===== config.mk =====
export PLATFORM = sky130hd
export DESIGN_NAME = switch_box_config_loader
export DESIGN_NICKNAME = d
export VERILOG_FILES = /design/src/rtl/switch_box_config_loader.sv
export SDC_FILE = /design/constraint.sdc
export NUM_CORES = 1
export LEC_CHECK = 0
export ABC_AREA = 1
export BUFFER_PORTS_ARGS = -buffer_cell sky130_fd_sc_hd__buf_2
export CORE_MARGIN = 1.5
export CORE_UTILIZATION = 55
export CTS_BUF_LIST = sky130_fd_sc_hd__clkbuf_4
export DETAILED_ROUTE_END_ITERATION = 7
export MAX_ROUTING_LAYER = met4
export PLACE_DENSITY = 0.78
export SLEW_MARGIN = 15
export SYNTH_ARGS = -nofsm -noshare
export SYNTH_HDL_FRONTEND = slang
export SYNTH_SLANG_ARGS = --single-unit

===== constraint.sdc =====
create_clock -name clk -period 2.02 [get_ports clk]
set_input_delay 0 -clock clk [delete_from_list [all_inputs] [get_ports clk]]
set_output_delay 0 -clock clk [all_outputs]
set_load 0.03 [all_outputs]

===== src/rtl/switch_box_config_loader.sv =====
// Configuration bitstream loader for the switch-box / PE tile array.
// Collects 5-byte frames (tile id + little-endian 32-bit word) from a byte
// stream, broadcasts the word on config_data and strobes the addressed tile's
// config_en for one cycle. Tile id 8'hFF ends the stream.
module switch_box_config_loader #(
    parameter int NUM_TILES = 16,
    parameter int CNT_W     = 16
) (
    input  logic                 clk,
    input  logic                 reset,
    input  logic                 start,
    input  logic [7:0]           in_byte,
    input  logic                 in_valid,
    output logic                 in_ready,
    output logic [31:0]          config_data,
    output logic [NUM_TILES-1:0] config_en,
    output logic                 busy,
    output logic                 done,
    output logic                 error,
    output logic [CNT_W-1:0]     frames_loaded
);

    typedef enum logic [2:0] {
        S_IDLE,
        S_HDR,
        S_D0,
        S_D1,
        S_D2,
        S_D3,
        S_WRITE,
        S_DONE
    } state_t;

    localparam logic [7:0]           EOS_ID     = 8'hFF;
    localparam logic [8:0]           TILE_LIMIT = 9'(NUM_TILES);
    localparam logic [NUM_TILES-1:0] EN_BASE    = NUM_TILES'(1);
    localparam logic [CNT_W-1:0]     CNT_MAX    = '1;
    localparam logic [CNT_W-1:0]     CNT_ONE    = CNT_W'(1);

    state_t      state;
    state_t      state_next;

    // hdr_id holds the tile id of the frame in flight; data_low collects the
    // three lower data bytes, the top byte is taken straight from in_byte.
    logic [7:0]  hdr_id;
    logic [23:0] data_low;

    logic        xfer;
    logic        session_start;
    logic        frame_complete;
    logic        id_legal;
    logic        data_shift_en;

    // A byte moves only on a valid/ready handshake; start is honoured only
    // when no session is in progress.
    assign xfer           = in_valid && in_ready;
    assign session_start  = start && ((state == S_IDLE) || (state == S_DONE));
    assign frame_complete = xfer && (state == S_D3);
    assign data_shift_en  = xfer && ((state == S_D0) || (state == S_D1) || (state == S_D2));
    assign id_legal       = ({1'b0, hdr_id} < TILE_LIMIT);

    // State register; reset drops any partially received frame.
    always_ff @(posedge clk) begin
        if (reset) begin
            state <= S_IDLE;
        end else begin
            state <= state_next;
        end
    end

    // Next-state decode plus the status outputs that follow directly from the state.
    always_comb begin
        state_next = state;
        in_ready   = 1'b0;
        busy       = 1'b0;
        done       = 1'b0;
        case (state)
            S_IDLE: begin
                if (start) begin
                    state_next = S_HDR;
                end
            end
            S_HDR: begin
                in_ready = 1'b1;
                busy     = 1'b1;
                if (in_valid) begin
                    state_next = (in_byte == EOS_ID) ? S_DONE : S_D0;
                end
            end
            S_D0: begin
                in_ready = 1'b1;
                busy     = 1'b1;
                if (in_valid) begin
                    state_next = S_D1;
                end
            end
            S_D1: begin
                in_ready = 1'b1;
                busy     = 1'b1;
                if (in_valid) begin
                    state_next = S_D2;
                end
            end
            S_D2: begin
                in_ready = 1'b1;
                busy     = 1'b1;
                if (in_valid) begin
                    state_next = S_D3;
                end
            end
            S_D3: begin
                in_ready = 1'b1;
                busy     = 1'b1;
                if (in_valid) begin
                    state_next = S_WRITE;
                end
            end
            S_WRITE: begin
                busy       = 1'b1;
                state_next = S_HDR;
            end
            S_DONE: begin
                done = 1'b1;
                if (start) begin
                    state_next = S_HDR;
                end
            end
            default: begin
                state_next = S_IDLE;
            end
        endcase
    end

    // Frame assembly and the registered write-side outputs. The strobe is
    // loaded on the last data byte so it appears exactly in the WRITE cycle,
    // and falls back to zero on every other cycle.
    always_ff @(posedge clk) begin
        if (reset) begin
            hdr_id        <= '0;
            data_low      <= '0;
            config_data   <= '0;
            config_en     <= '0;
            error         <= 1'b0;
            frames_loaded <= '0;
        end else begin
            config_en <= '0;

            if (session_start) begin
                hdr_id        <= '0;
                data_low      <= '0;
                error         <= 1'b0;
                frames_loaded <= '0;
            end

            if (xfer && (state == S_HDR)) begin
                hdr_id <= in_byte;
            end

            if (data_shift_en) begin
                data_low <= {in_byte, data_low[23:8]};
            end

            if (frame_complete) begin
                config_data <= {in_byte, data_low};
                if (id_legal) begin
                    config_en <= EN_BASE << hdr_id;
                    if (frames_loaded != CNT_MAX) begin
                        frames_loaded <= frames_loaded + CNT_ONE;
                    end
                end else begin
                    error <= 1'b1;
                end
            end
        end
    end

endmodule


# Yosys cells after proc, flatten, opt, wreduce, memory -nomap -nowiden
# Index checks and enable logic that the tools add are counted.
[op_classes] n_addsub=1 order_cmp=1 eq_ne=15 shifts=1 n_mux=22 bitwise_logic=2 reduce_logical=16
[ops] op="two-way mux 16 bit" n=4
[ops] op="two-way mux 24 bit" n=2
[ops] op="two-way mux 3 bit" n=7
[ops] op="case mux 3 bit (7 select lines)" n=1
[ops] op="adder 16 x 1 -> 16 bit (second input constant)" n=1
[ops] op="two-way mux 8 bit" n=2
[ops] op="!= test 16 bit (second input constant)" n=1
[ops] op="<< shifter 1 x 8 -> 16 bit (first input constant)" n=1
[ops] op="equality test 3 bit (second input constant)" n=4
[ops] op="!= test 2 bit (second input constant)" n=5
[ops] op="equality test 8 bit (second input constant)" n=1
[ops] op="< comparator 8 x 5 -> 1 bit (second input constant)" n=1
[ops] op="equality test 3 x 2 -> 1 bit (second input constant)" n=2
[ops] op="two-way mux 1 bit" n=6
[ops] op="AND reduction 6 bit" n=1
[ops] op="OR reduction 6 bit" n=1
[ops] op="logical AND 1 bit" n=5
[ops] op="OR reduction 5 bit" n=1
[ops] op="nonzero test 2 bit" n=2
[ops] op="equality test 3 x 1 -> 1 bit (second input constant)" n=1
[ops] op="zero test 3 bit" n=1
[ops] op="logical OR 1 bit" n=3
[ops] op="OR reduction 3 bit" n=1
[ops] op="!= test 2 x 1 -> 1 bit (second input constant)" n=1
[ops] op="other kinds (2)" n=3
[word_totals] register_bits=100 input_bits=12 output_inout_bits=68 word_cells=65

# Logic depth before layout (Yosys ltp)
# Gate-level depths: netlist of the first run.
[logic_depth] word_depth=7 depth_mapped=10 ltp_nobuf=10

# Least setup slack after synthesis of the first run
# No wires, ideal clock.
[synth_timing] path_type="register to register" from="reg frames_loaded[1]" to="reg frames_loaded[3]" setup_ps=118 arrival_ps=1604 required_ps=1902 path_slack_ps=298 stages_incl_launch_ff=9 path_buffers=0 synth_period_minus_slack_ps=1722 path_cell_list="dfxtp_1 -> ha_1 -> nand2_1 -> nor2_4 -> nand4_1 -> nand2_4 -> inv_2 -> o21ai_1 -> nor2_1"
[synth_between] elab_chain_len=4 elab_cells_between_ends=5 classes_between="1 x add/sub; 1 x eq/ne; 3 x mux"
[synth_lines] item="from (decl)" line="20" text="output logic [CNT_W-1:0] frames_loaded"
[synth_lines] item="from (signal assigned)" line="168" text="frames_loaded <= frames_loaded + CNT_ONE;"
[synth_lines] item="adder 16 x 1 -> 16 bit / != test 16 bit (equally long branches)" line="168, 167"
[synth_lines] item="two-way mux 16 bit (*)" line="167" text="if (frames_loaded != CNT_MAX) begin"
[synth_lines] item="two-way mux 16 bit (*)" line="165" text="if (id_legal) begin"
[synth_lines] item="two-way mux 16 bit (*)" line="163" text="if (frame_complete) begin"
# Every way passes the cells marked *; elsewhere a longest branch is shown, timed or not.
# A chain may end at the register's enable or synchronous reset.

# Final worst setup path of the first run
[layout_timing] from="reg frames_loaded[1]" to="reg frames_loaded[1]"
[layout_between] elab_chain_len=4 elab_cells_between_ends=6 classes_between="1 x add/sub; 1 x eq/ne; 4 x mux"
[layout_lines] item="adder 16 x 1 -> 16 bit (tied with other cells)" line="168"
[layout_lines] item="two-way mux 16 bit" line="167"
[layout_lines] item="two-way mux 16 bit" line="165"
[layout_lines] item="two-way mux 16 bit (*)" line="163"
# Marked as above.

==> flow_summary.toml, run 1 <==
[outcome]
outcome = "finished clean"

[floorplan]
rows = 31
dieArea_um2 = 8060
coreArea_um2 = 7250
start_util = 0.571
ios = 80
die_w_um = 89.8
fp.dieH_um = 89.8

[power_and_ir_drop]
finalPower_mw = 4.55
ir_worst_vdd_uv = 486
powerDensity_nw_per_um2 = 944
p_leak_nw = 2.09

[global_routing]
track_usage = 0.253
grt_max_degree = 59
grt_pass1_vias = 3547
antenna_found_initial = 0
grt_overflow_total = 0
grt_first_pass_wirelength_mm = 16.3

[sta]
hold_violations = 0
min_period_ps = 1740
layout_setup_ws_ps = 277
fmax_ghz = 0.574
slew_violations = 0
tns_ps = 0
worst_pin_slew_ps = 699
rsz0062_at_grt = "no"
relSlewSlack = 0.531
fin_skew_ps = 19.4
period_share = 0.863
worst_hold_slack_ps = 78.5
finalSetupViolCount = 0

[clock_tree]
h-tree-depth = 3
clkTransAtPathRegs_ps = 150
cts_root_buffer = "clkbuf_4"
cts_max_path_buffers = 2
clkLatencyLatePin_ps = 440
numCtsBuffers = 9
postCtsSetupBuffers = 0
tritoncts = "done"
cts_resized = 0
cts.sinks = 100

[setup_path]
slowest_stage = "dfxtp_1"
start_kind = "flip-flop"
reg2reg_from = "frames_loaded[1]"
end_kind = "flip-flop"
worstSetupStartpoint = "frames_loaded[1]"
cp_cell_sequence = "ha_1 -> nand2_1 -> nor2_4 -> nand4_1 -> nand2_4 -> nand2_1 -> inv_2 -> nand3_1 -> nand2_1"
cp_common_cell = "nand2_1"
crit_type = "flip-flop to flip-flop"
path_max_fanout = 7
critPathRequiredTime_ps = 2410
cpPeakStageDelay_ps = 430
worstPathArrival_ps = 2130

[routing]
wl_mm = 9.81
vias_per_cell = 5.33
first_pass_iters = 6
routedWlPerCell_um = 13.2
antenna_left = 0
drt-initial-drc-count = 305
vias = 3969
drc = 0

[synth]
synthCells = 558
yosysSeqAreaShare = 0.484
synth_area_um2 = 4140
ys_types = 31
synth-seq-cells = 100
synth.avg_cell_area_um2 = 7.42
ys_warn_count = 0
syn-num-nets = 571

[flow_run]
cap_violations = 0

[finish]
area_delta_synth_final_pct = 16.3
n_antenna_cell = 0
n_fill_cell = 616
final_cell_area_um2 = 4820
final_nets = 654
drive_above_1_share = 0.186
finalNonFillerCells = 745
final_core_util = 0.664

[place]
dp.cells = 720
globalplace.congestion = 0.902
place_worst_setup_slack_ps = 340
portBuffers = 79
dp_hpwl_mm = 6.75
detailed_place.area_um2 = 4610

[worst_hold_path]
hold_start = "in_valid"
worst_hold_path_type = "primary input to flip-flop"
[kinds of logic (layout without fill, tap and decap cells)]
family                   Yosys count  after routing  share of synthesized area
AO/OA/AOI/OAI                    110            110                      0.141
XOR/XNOR                           6              6                     0.0127
adder cells (fa/ha/maj)            1              1                    0.00302
buffers and inverters             94            182                     0.0922
flip-flops                       100            100                      0.484
AND/OR/NAND/NOR                  247            247                      0.268
[flip-flops by register name, indices dropped and copies added, names as in the netlist]
signal	count
data_low	24
frames_loaded	16
hdr_id	8
error	1
config_en	16
state	3
config_data	32
[worst paths after layout]
kind / to / slack, ps / cells past startpoint
max reg2reg: frames_loaded[1] / 280 / 9
max: frames_loaded[1] / 280 / 9
min: data_low[8] / 80 / 4
min reg2reg: config_data[4] / 470 / 2
[power by group]
part / internal (mW) / switching (mW) / leakage, nW
combinational: 0.400 / 1.01 / 1.22
sequential: 2.09 / 0.112 / 0.807
clock: 0.287 / 0.647 / 0.0651
[worst max-delay path: cells and delay by family, from the launching register on]
family | cells | cell delay (ps)
fa+ha+maj | 1 | 210
simple gates | 7 | 990
flops | 1 | 430
buf+inv | 1 | 70
[cells in the mapped netlist]
master,count,share of area
ha_1,1,0.0030
nor2_1,62,0.056
buf_4,1,0.0018
inv_1,67,0.061
nor3_1,8,0.0097
nand3_4,1,0.0042
o22ai_1,16,0.024
o211ai_1,1,0.0018
buf_6,2,0.0054
xnor2_1,3,0.0063
nor2_8,1,0.0048
nand2_2,6,0.0091
buf_2,8,0.0097
nand2_1,105,0.095
nand4_1,2,0.0030
inv_2,4,0.0036
a22oi_1,1,0.0018
o21ai_1,3,0.0036
nor2_4,3,0.0082
nand3_2,1,0.0024
nand3b_1,1,0.0018
o21ai_2,1,0.0021
clkinv_1,1,0.00091
a31oi_1,2,0.0030
xor2_1,3,0.0063
clkbuf_1,11,0.010
o21ai_0,25,0.030
a21oi_1,61,0.074
dfxtp_1,100,0.48
nand3_1,54,0.065
nand2_4,3,0.0082
[per-layer routing]
layer | GRT usage | vias up | share of wire
met5 | - | - | 0
met4 | 0.0966 | 0 | 0.019
met3 | 0.0406 | 19 | 0.085
met2 | 0.389 | 201 | 0.45
met1 | 0.337 | 1778 | 0.45
li1 | - | 1971 | -
[final cells by class]
| type | instances | area [um^2] | area share |
|---|---|---|---|
| flip-flops and latches | 100 | 2000 | 0.416 |
| multi-input cells | 364 | 1760 | 0.365 |
| repair buffers | 94 | 543 | 0.113 |
| inverters | 72 | 270 | 0.0561 |
| well taps | 99 | 124 | 0.0257 |
| clock buffers | 11 | 82.6 | 0.0171 |
| clock inverters | 5 | 37.5 | 0.00779 |
[placed cells by master, fill, tap and decap left out, drive strengths merged]
| cell | count |
|---|---|
| nand2 | 114 |
| dfxtp | 100 |
| buf | 85 |
| inv | 72 |
| nor2 | 66 |
| a21oi | 61 |
| nand3 | 56 |
| o21ai | 29 |
| o22ai | 16 |
| clkbuf | 11 |
| dlygate4sd3 | 9 |
| nor3 | 8 |
| clkinv | 4 |
| xor2 | 3 |
| xnor2 | 3 |
| nand4 | 2 |
| a31oi | 2 |
| nand3b | 1 |
| o211ai | 1 |
| a22oi | 1 |
| ha | 1 |
| clkinvlp | 1 |
[repair_timing]
action,CTS,global route
hold buffers,9,0
endpoints found under the setup margin,0,0
endpoints found under the hold margin,16,0
Note: power is estimated with default switching activity, not from simulation.
==> inputs of run 2 (changes only) <==
CORE_UTILIZATION = 30   (was 55)
PLACE_DENSITY = 0.48   (was 0.78)
==> flow_summary.toml, run 2 (synthesis gave the netlist of run 1 again) <==
[clock_tree]
cts_resized = 0
cts_root_buffer = "clkbuf_4"
cts_max_path_buffers = 2
h-tree-depth = 3
numCtsBuffers = 9
tritoncts = "done"
cts.sinks = 100
clkTransAtPathRegs_ps = 160
clkLatencyLatePin_ps = 470
postCtsSetupBuffers = 0

[setup_path]
cp_cell_sequence = "ha_1 -> nand2_1 -> nor3_1 -> nand3_1 -> inv_1 -> nand2_1 -> nand3_1 -> nand2_1 -> inv_1"
cpPeakStageDelay_ps = 450
critPathRequiredTime_ps = 2450
end_kind = "flip-flop"
worstPathArrival_ps = 2200
crit_type = "flip-flop to flip-flop"
start_kind = "flip-flop"
path_max_fanout = 5
slowest_stage = "dfxtp_1"
cp_common_cell = "nand2_1"

[finish]
largest_reg_flops = 32
drive_above_1_share = 0.191
n_antenna_cell = 0
top_regs = "config_data (32), data_low (24)"
layout_common_cells = "nand2_1 (105), dfxtp_1 (100), buf_2 (79)"
final_nets = 658
top_register = "config_data"
area_delta_synth_final_pct = 19.9
final_common_cell = "nand2_1"

[global_routing]
grt_use_met2 = 0.230
use_met3 = 0.0307
antenna_found_initial = 0
grt_first_pass_wirelength_mm = 17.5
grt.busiest_layer = "met2"
grt_pass1_vias = 3449
track_usage = 0.158
grt_util_met1 = 0.212
grt_max_degree = 59
grt_overflow_total = 0

[worst_hold_path]
worst_hold_path_type = "primary input to flip-flop"

[place]
dp_hpwl_mm = 7.58
globalplace.congestion = 0.847
portBuffers = 79

[power_and_ir_drop]
ir_worst_vdd_uv = 406
comb_power_share = 0.303
p_leak_nw = 2.12
power_frac_seq = 0.466
clkPwrFrac = 0.231
p_switching_mw = 1.83
power.share.switching = 0.388
powerDensity_nw_per_um2 = 951
finalPower_mw = 4.72
p_int_mw = 2.89

[sta]
hold_violations = 0
tns_ps = 0
slew_violations = 0
rsz0062_at_grt = "no"
fin_skew_ps = 16.7
worst_pin_slew_ps = 736
relSlewSlack = 0.506
fmax_ghz = 0.564
period_share = 0.878
finalSetupViolCount = 0
min_period_ps = 1770

[routing]
antenna_left = 0
wl_mm = 10.8
drc = 0
first_pass_iters = 4
vias = 3776
routedWlPerCell_um = 13.1
vias_per_cell = 4.57
drt-initial-drc-count = 247

[outcome]
outcome = "finished clean"

[floorplan]
start_util = 0.310
dieArea_um2 = 14500
rows = 42
die_w_um = 120
ios = 80
fp.dieH_um = 120
coreArea_um2 = 13300

[flow_run]
cap_violations = 0
## run 2: critical path, delay by kind of cell, from the launching register on
family | cells | cell delay [ps]
and+or+nand+nor | 6 | 950
adders and majority gates | 1 | 220
DFF | 1 | 450
buffers and inverters | 2 | 120
## run 2: repair_timing
| item | CTS | global route |
|---|---|---|
| hold buffers | 10 | 0 |
| endpoints found under the hold margin | 23 | 0 |
| setup endpoints to repair | 0 | 0 |
## run 2: area by class of cell
class                   count  area [um^2]
inverters                  72          270
repair buffers             98          576
flip-flops and latches    100         2000
clock inverters             7         73.8
clock buffers               9         67.6
multi-input cells         364         1760
well taps                 176          220
fillers                  1454         8380
## run 2: path summary, 6_finish.rpt
check / endpoint / startpoint / slack (ps) / depth (start not counted)
max: frames_loaded[10] / frames_loaded[0] / 250 / 9
min: hdr_id[1] / reset / 150 / 3
max reg2reg: frames_loaded[10] / frames_loaded[0] / 250 / 9
min reg2reg: config_data[11] / config_data[11] / 470 / 2
## run 2: metal layers
metal | vias up | part of all wire
met5 | - | 0
met4 | 0 | 0.024
met3 | 16 | 0.044
met2 | 87 | 0.43
met1 | 1695 | 0.50
li1 | 1978 | -
## run 2: power by group through the flow
stage	registers, mW	clock network, mW	logic (mW)
finish	2.20	1.09	1.43
global route	2.22	1.21	1.59
detailed placement	2.24	0	1.42
floorplan	2.30	0	0.990
CTS	2.20	1.14	1.45
global placement	2.24	0	1.42
## run 2: through the flow
stage / cell area, um^2 / util / worst slack, ps / std cells / hold WS [ps]
3_5_place_dp: 4720 / 0.354 / 303 / 800 / 321
3_3_place_gp: 4720 / 0.354 / 398 / 800 / 329
6_report: 4970 / 0.372 / 246 / 826 / 145
2_1_floorplan: 4140 / - / 298 / 558 / 168
5_1_grt: 4970 / 0.372 / 79.2 / 826 / 148
4_1_cts: 4970 / 0.372 / 262 / 826 / 112
==> inputs of run 3 (changes only) <==
ABC_AREA = not set   (was 1)
==> flow_summary.toml, run 3 <==
[outcome]
outcome = "finished clean"

[synth]
synth_edf_count = 0
yosys-top-cells-area = "dfxtp_1 (52%), nand2_1 (11%), a21oi_1 (10%)"
synth_area_um2 = 3840
ys_warn_count = 0
synth_flop_cell = "dfxtp_1"
synth.avg_cell_area_um2 = 8.03
synthTopCellsByCount = "nand2_1 (113), dfxtp_1 (100), a21oi_1 (77)"
syn-num-nets = 491
yosysTopAreaCell = "dfxtp_1"
ys_types = 40
async_flop_share = 0
synth_most_common_cell = "nand2_1"
synthCells = 478
yosysSeqAreaShare = 0.522
synth-seq-cells = 100
synth.top_cell.area_share = 0.522

[sta]
layout_setup_ws_ps = 73.3
hold_violations = 0
period_share = 0.964
rsz0062_at_grt = "yes"
fmax_ghz = 0.514
slew_violations = 0
finalSetupViolCount = 0
relSlewSlack = 0.696
worst_pin_slew_ps = 456
worst_hold_slack_ps = 351
fin_skew_ps = 26.0
min_period_ps = 1950

[routing]
vias_per_cell = 4.78
first_pass_iters = 4
drc = 0
wl_mm = 9.81
antenna_left = 0
routedWlPerCell_um = 13.0
vias = 3612
drt-initial-drc-count = 201

[floorplan]
ios = 80
die_w_um = 116
fp.dieH_um = 116
coreArea_um2 = 12600
rows = 41
start_util = 0.305
dieArea_um2 = 13500

[worst_hold_path]
hold_start = "in_byte[3]"
worst_hold_path_type = "primary input to flip-flop"

[global_routing]
grt_overflow_total = 0
track_usage = 0.156
antenna_found_initial = 0
grt_pass1_vias = 3331
grt_first_pass_wirelength_mm = 16.3
grt_max_degree = 65

[clock_tree]
cts.sinks = 100
clkTransAtPathRegs_ps = 160
numCtsBuffers = 9
h-tree-depth = 3
cts_root_buffer = "clkbuf_4"
postCtsSetupBuffers = 0
cts_max_path_buffers = 2
tritoncts = "done"
clkLatencyLatePin_ps = 450

[setup_path]
path_max_fanout = 9
reg2reg_from = "hdr_id[7]"
crit_type = "flip-flop to flip-flop"
slowest_stage = "or4_4"
cp_cell_sequence = "or4_4 -> or2_1 -> buf_4 -> nor3_2 -> mux2i_1 -> nor3_1"
critPathRequiredTime_ps = 2340
worstSetupStartpoint = "hdr_id[7]"
cpPeakStageDelay_ps = 540
worstPathArrival_ps = 2270
end_kind = "flip-flop"
start_kind = "flip-flop"

[power_and_ir_drop]
finalPower_mw = 3.19
p_leak_nw = 1.82
powerDensity_nw_per_um2 = 657
ir_worst_vdd_uv = 321

[finish]
layout_common_cells = "nand2_1 (113), dfxtp_1 (98), buf_2 (79)"
top_regs = "config_data (32), data_low (24)"
final_cell_area_um2 = 4850
n_fill_cell = 1333
final_common_cell = "nand2_1"
n_antenna_cell = 0
drive_above_1_share = 0.241
top_register = "config_data"
area_delta_synth_final_pct = 26.5
final_nets = 592
largest_reg_flops = 32

[place]
dp_hpwl_mm = 6.84
globalplace.congestion = 0.809
place_worst_setup_slack_ps = 32.9
portBuffers = 79
detailed_place.area_um2 = 4590

[flow_run]
cap_violations = 0
## run 3: cell count changes after synthesis, sizes merged, moves of 5 or more
cell / before / now
nand2b: 0 / 5
buf: 11 / 5
clkbuf: 11 / 25
inv: 71 / 4
o21ai: 29 / 9
nand4: 2 / 8
o22ai: 16 / 0
nor2: 66 / 26
a21oi: 61 / 78
or3: 0 / 6
nand3: 56 / 47
## run 3: final cells by class
class	count	area (um^2)	area share
sequential	100	2000	0.413
multi-input combinational	344	1750	0.360
timing repair buffer	120	756	0.156
tap	172	215	0.0443
clock buffer	9	67.6	0.0139
clock inverter	7	51.3	0.0106
inverter	4	15.0	0.00309
## run 3: layer usage
layer  vias to the layer above  wire (um)  track usage
met5                         -          0            -
li1                       1846          -            -
met1                      1671       4980        0.216
met3                         9        462       0.0420
met2                        86       4260        0.227
met4                         0        101       0.0382
## run 3: report_power, final
part           switching [mW]  internal [mW]
Sequential             0.0115           1.99
Combinational           0.159         0.0894
Clock                   0.681          0.261
Total                   0.852           2.34
## run 3: per-stage QoR
step / utilization / cells / TNS (ps)
2_1_floorplan: - / 478 / 0
3_3_place_gp: 0.366 / 729 / 0
3_5_place_dp: 0.366 / 729 / 0
4_1_cts: 0.384 / 756 / 0
5_1_grt: 0.386 / 756 / -142
6_report: 0.386 / 756 / 0
## run 3: path summary, 6_finish.rpt
check / to / slack [ps] / cells after the start
worst min-delay path: config_data[27] / 350 / 4
worst min register to register: config_data[28] / 460 / 2
worst max register to register: frames_loaded[15] / 70 / 6
worst max-delay path: frames_loaded[15] / 70 / 6
## run 3: cells by family (layout without fill, tap and decap cells)
group	count (synthesis)	count (layout)	share of synthesized area
fa+ha+maj	1	1	0.00326
flops	100	100	0.522
xor+xnor	1	1	0.00228
compound gates	103	103	0.146
buf+inv	34	140	0.0342
simple gates	235	235	0.282
mux	4	4	0.0104
## run 3: what timing repair did
item / in CTS / in global routing
hold buffers: 11 / 0
pin swaps: 0 / 2
setup endpoints to repair: 1 / 12
endpoints found under the hold margin: 35 / 0
gates resized for setup: 1 / 5
## run 3: critical path: cells and delay by family, from the launching register on
| family | cells | cell delay, ps |
|---|---|---|
| buf+inv | 1 | 190 |
| flops | 1 | 340 |
| mux | 1 | 220 |
| simple gates | 4 | 1070 |
